File: src/rtl/seq_gen_serial_tx.sv
// Serial pattern transmitter: shifts a WIDTH-bit pattern out MSB-first, repeated
// repeat_cnt times back-to-back, with a one-cycle done pulse on normal completion.
module seq_gen_serial_tx #(
  parameter int unsigned       WIDTH   = 4,
  parameter logic [WIDTH-1:0]  PATTERN = 4'b1010,
  parameter int unsigned       CNT_W   = 8
) (
  input  logic             clk,
  input  logic             rst,
  input  logic             load_pat,
  input  logic [WIDTH-1:0] pattern_in,
  input  logic             start,
  input  logic [CNT_W-1:0] repeat_cnt,
  input  logic             abort,
  output logic             x_out,
  output logic             valid_out,
  output logic             busy,
  output logic             done
);

  localparam int unsigned     IdxW   = (WIDTH > 1) ? $clog2(WIDTH) : 1;
  localparam logic [IdxW-1:0] IdxTop = IdxW'(WIDTH - 1);

  typedef enum logic [1:0] {StIdle, StShift, StFin} state_e;

  state_e           state_q, state_d;
  logic [WIDTH-1:0] pat_q, pat_d;
  logic [IdxW-1:0]  idx_q, idx_d;
  logic [CNT_W-1:0] rep_q, rep_d;
  logic             x_q, x_d;
  logic             valid_q, valid_d;
  logic             busy_q, busy_d;
  logic             done_q, done_d;
  logic [WIDTH-1:0] pat_eff;

  // A load in the same cycle as start must already feed the first bit.
  assign pat_eff = load_pat ? pattern_in : pat_q;

  always_comb begin
    state_d = state_q;
    pat_d   = pat_q;
    idx_d   = idx_q;
    rep_d   = rep_q;
    x_d     = 1'b0;
    valid_d = 1'b0;
    busy_d  = 1'b0;
    done_d  = 1'b0;
    unique case (state_q)
      StIdle: begin
        if (load_pat) pat_d = pattern_in;
        if (start) begin
          if (repeat_cnt == '0) begin
            state_d = StFin;
            done_d  = 1'b1;
          end else begin
            state_d = StShift;
            rep_d   = repeat_cnt;
            idx_d   = IdxTop;
            x_d     = pat_eff[IdxTop];
            valid_d = 1'b1;
            busy_d  = 1'b1;
          end
        end
      end
      StShift: begin
        // idx_q is the index of the bit currently on x_out.
        if (abort) begin
          state_d = StIdle;
          idx_d   = IdxTop;
          rep_d   = '0;
        end else if (idx_q == '0) begin
          idx_d = IdxTop;
          if (rep_q == CNT_W'(1)) begin
            state_d = StFin;
            rep_d   = '0;
            done_d  = 1'b1;
          end else begin
            rep_d   = rep_q - CNT_W'(1);
            x_d     = pat_q[IdxTop];
            valid_d = 1'b1;
            busy_d  = 1'b1;
          end
        end else begin
          idx_d   = idx_q - IdxW'(1);
          x_d     = pat_q[idx_d];
          valid_d = 1'b1;
          busy_d  = 1'b1;
        end
      end
      StFin:   state_d = StIdle;
      default: state_d = StIdle;
    endcase
  end

  always_ff @(posedge clk or negedge rst) begin
    if (!rst) begin
      state_q <= StIdle;
      pat_q   <= PATTERN;
      idx_q   <= IdxTop;
      rep_q   <= '0;
      x_q     <= 1'b0;
      valid_q <= 1'b0;
      busy_q  <= 1'b0;
      done_q  <= 1'b0;
    end else begin
      state_q <= state_d;
      pat_q   <= pat_d;
      idx_q   <= idx_d;
      rep_q   <= rep_d;
      x_q     <= x_d;
      valid_q <= valid_d;
      busy_q  <= busy_d;
      done_q  <= done_d;
    end
  end

  assign x_out     = x_q;
  assign valid_out = valid_q;
  assign busy      = busy_q;
  assign done      = done_q;

endmodule

File: config.mk
export PLATFORM = sky130hd
export DESIGN_NAME = seq_gen_serial_tx
export DESIGN_NICKNAME = d
export VERILOG_FILES = /design/src/rtl/seq_gen_serial_tx.sv
export SDC_FILE = /design/constraint.sdc
export NUM_CORES = 1
export LEC_CHECK = 0
export ABC_AREA = 1
export CORE_MARGIN = 10
export CORE_UTILIZATION = 35
export DETAILED_ROUTE_END_ITERATION = 16
export GPL_TIMING_DRIVEN = 0
export SLEW_MARGIN = 20
export SYNTH_ARGS = -nofsm -noshare
export SYNTH_HDL_FRONTEND = slang
export SYNTH_SLANG_ARGS = --single-unit
File: constraint.sdc
create_clock -name clk -period 2.1 [get_ports clk]
set_input_delay 0.525 -clock clk [delete_from_list [all_inputs] [get_ports clk]]
set_output_delay 0.525 -clock clk [all_outputs]
set_load 0.01 [all_outputs]
### Word-level counts from Yosys, hierarchy flattened

Cells that the tools add are included.

* add/subtract/negate cells: 2
* multiplexer cells: 38
* $lt $le $gt $ge: 1
* equal/unequal tests: 6
* reductions and logical operators: 8

Operators by type and width (count)
* $mux W8: 5
* $mux W2: 9
* $mux W1: 16
* $pmux W8 S2: 1
* $eq A8 B1 Y1 const B: 1
* $logic_not A8 Y1: 1
* $pmux W2 S2: 2
* $sub A8 B1 Y8 const B: 1
* $ne A3 B3 Y1 const B: 2
* $pmux W1 S2: 3
* $reduce_and A3 Y1: 2
* $logic_not A2 Y1: 2
* $mux W4: 1
* $ne A2 B2 Y1 const B: 2
* $reduce_and A4 Y1: 1
* $lt A2 B3 Y1 const B: 1
* $bmux W1 S2: 1
* $eq A2 B1 Y1 const B: 1
* $reduce_and A2 Y1: 1
* $reduce_bool A2 Y1: 1
* $sub A2 B1 Y2 const B: 1

* register bits after elaboration: 19
* bits of input ports: 17

### Longest topological paths before layout

* depth after elaboration: 6
* mapped depth: 10
* gate-level depth less buffers: 10

### Worst setup path before layout

No wires, ideal clock.

* path type: register to register
* start point: reg idx_q[0]
* end point: reg rep_q[5]
* library setup time: 0.116 ns
* cell stages (with the launch flop): 8
* period minus slack after synthesis: 1.386 ns
* setup slack: 0.714 ns
* data arrival time: 1.270 ns
* required time: 1.984 ns
* cells stage by stage: dfstp_2 -> inv_1 -> ha_1 -> nor2_2 -> nand3b_4 -> inv_4 -> nand2_1 -> nand2_1

* longest elaborated chain between the ends: 3

RTL lines
* start: declaration: RTL line 28 `logic [IdxW-1:0] idx_q, idx_d;`
* start signal: assignment: RTL line 99 `idx_q <= IdxTop;`
* start signal: assignment: RTL line 108 `idx_q <= idx_d;`
* $logic_not A2 Y1: RTL line 71 `end else if (idx_q == '0) begin`
* $ne A3 B3 Y1 (no source line)
* $reduce_and A4 Y1 (no source line)
* end signal: assignment: RTL line 109 `rep_q <= rep_d;`
* end: declaration: RTL line 29 `logic [CNT_W-1:0] rep_q, rep_d;`

No other way between the ends.
A chain may end at the register's enable or synchronous reset.

==> metrics.yaml <==
r2r_cells: 7
rows: 20
rsz0062_at_grt: "no"
grt_overflow_total: 0
slew_violations: 0
critPathArrivalTime_ps: 1270
critPathBufInv: 2
clk_path_buf_depth: 2
layout_common_cells: "nand2_1, inv_1, clkdlybuf4s50_1, nor2_1, dfrtp_1"
cts_hold_buffers: 0
final.setup_skew_ps: 2.346
hold_path_end: "idx_q[1]"
maxCapViolCount: 0
start_util: 0.3760
clockRootBuffer: "clkbuf_4"
layout_commonest_cell: "nand2_1"
clk_pin_slew_ps: 100
r2r_slack_ps: 550
setup_violations: 0
yosysUniqueCellTypes: 22
pwr_density_cell_nw_per_um2: 1158
core_um2: 3128
cp.required_ps: 1570
synth_top_area_frac: 0.3191
r2r_start: "idx_q[0]"
whs_path_depth: 2
ys_seq_area_frac: 0.4085
antenna_found_initial: 0
die-area_um2: 6079
synth_cells: 162
gp_congestion: 0.8182
ios: 21
reg2reg_to: "rep_q[5]"
ys_warn_count: 0
final_hold_viol_count: 0
hold_path.startpoint: "idx_q[1]"
wl_per_cell_um: 11.15
hold_path_class: "flip-flop to flip-flop"
worstSetupStartpointType: "flip-flop"
cts_tree: "built"
die-height_um: 77.97
viasPerCell: 4.530
via_count: 1042
fmax_mhz: 556.4
routed_wl_um: 2564
p_leak_uw: 0.0007516
worst_pin_slew_ps: 865.0
slowest_stage: "clkdlybuf4s50_1"
path_cells: "buf_4, clkdlybuf4s50_1"
drtAntennaViolNets: 0
cts_htree_levels: 1
port_buffers: 20
cts_setup_buffers: 0
drc: 0
place_hpwl_um: 2099
synth_top_cell_by_area: "dfrtp_1"
fill_cells: 336
drive_above_1_share: 0.1183
worstSkewPairLatency_ps: 290
syn_area_um2: 1176
critPathMaxFanout: 2
hold_slack_ps: 500.6
dr.pass1.iters: 4
outcome: "finished, final reports clean"
yosys-top-cells-area: "dfrtp_1, nand2_1, dfstp_2"
cts_resized: 0
grt_pass1_vias: 1058
grt_max_degree: 20
drt_iter0_markers: 35
relSlewSlack: 0.4215
peakVddDrop_uv: 462.3
nNetsFinal: 207
n_antenna_cell: 0
die_w_um: 77.97
critPathTopFamily: "buffers and inverters"
cts.sinks: 19
max_stage_delay_ps: 470
grt_use_total: 0.09219
cts_made_buffers: 3
crit_path_end_kind: "output port"
synth_nets: 182
critical_path_class: "flip-flop to output port"
areaGrowthSynthToFinish_pct: 23.94
ys_ff_latch: 19
finalCritPeriodShare: 0.8558
setup_tns_ps: 0
avgSynthCellArea_um2: 7.260
fin_crit_ps: 1797
grt_pass1_wl_um: 4692
==> sequential cells by signal, summed over array words and instances (netlist names) <==
name / count
rep_q: 8
busy: 1
x_out: 1
idx_q: 2
state_q: 2
pat_q: 4
done: 1
==> logic make-up (layout without fill, tap and decap cells) <==
family	Yosys count	after routing	synth area share
fa+ha+maj	3	3	0.03192
xor+xnor	1	1	0.007448
simple gates	94	94	0.3564
buf+inv	24	48	0.08192
compound gates	18	18	0.08511
flops	19	19	0.4085
mux	3	3	0.02872
==> cells in the mapped netlist <==
cell / n
o21ai_0: 12
nand2_2: 1
nand3_1: 9
inv_1: 22
dfrtp_1: 15
nand2_1: 60
nand3b_4: 1
nand2_4: 1
mux2_2: 3
a21oi_2: 1
nor3b_1: 1
o22ai_1: 1
dfstp_2: 4
ha_1: 3
xor2_1: 1
a21oi_1: 2
nor2_4: 2
buf_4: 1
nor2_1: 15
a21o_1: 2
inv_4: 1
nor2_2: 4
==> tightest hold or removal path, stage by stage, from the launching register on <==
cell and delay (ps):
dfstp_2 370, inv_1 60, a21oi_1 70
==> how the worst max path moves through the flow <==
stage,start,end,cells past startpoint
2_1_floorplan,idx_q[0],rep_q[5],7
4_1_cts,busy,valid_out,2
5_1_grt,busy,valid_out,2
6_report,busy,valid_out,2
3_5_place_dp,repeat_cnt[5],rep_q[6],9
3_3_place_gp,repeat_cnt[7],rep_q[5],9
==> routing by layer <==
metal	vias up	wire length, um	track usage
met2	18	1251	0.1600
li1	549	-	-
met5	-	0	0
met3	2	92	0.02074
met4	0	14	0.03226
met1	473	1205	0.1087
==> per-stage QoR <==
step	total power, uW	setup slack [ps]	utilization	instances	cell area (um^2)
detailed placement	1535	137.6	0.4576	226	1431
global placement	1503	161.0	0.4576	226	1431
global route	1907	222.8	0.4660	230	1458
CTS	1723	276.9	0.4660	230	1458
finish	1688	302.8	0.4660	230	1458
floorplan	1285	713.8	-	162	1176
==> where the power goes <==
group | total (uW) | internal, uW | switching (uW)
Combinational | 855 | 348 | 507
Sequential | 658 | 538 | 120
Clock | 176 | 73.8 | 102
==> cell type report <==
| class | count | area [um^2] | share of cell area |
|---|---|---|---|
| multi-input combinational | 119 | 599.3 | 0.4112 |
| sequential | 19 | 480.5 | 0.3296 |
| timing repair buffer | 20 | 200.2 | 0.1373 |
| inverter | 23 | 88.84 | 0.06094 |
| tap | 44 | 55.05 | 0.03777 |
| clock buffer | 4 | 26.28 | 0.01803 |
| buffer | 1 | 7.507 | 0.005150 |
Note: power is estimated with default switching activity, not from simulation.
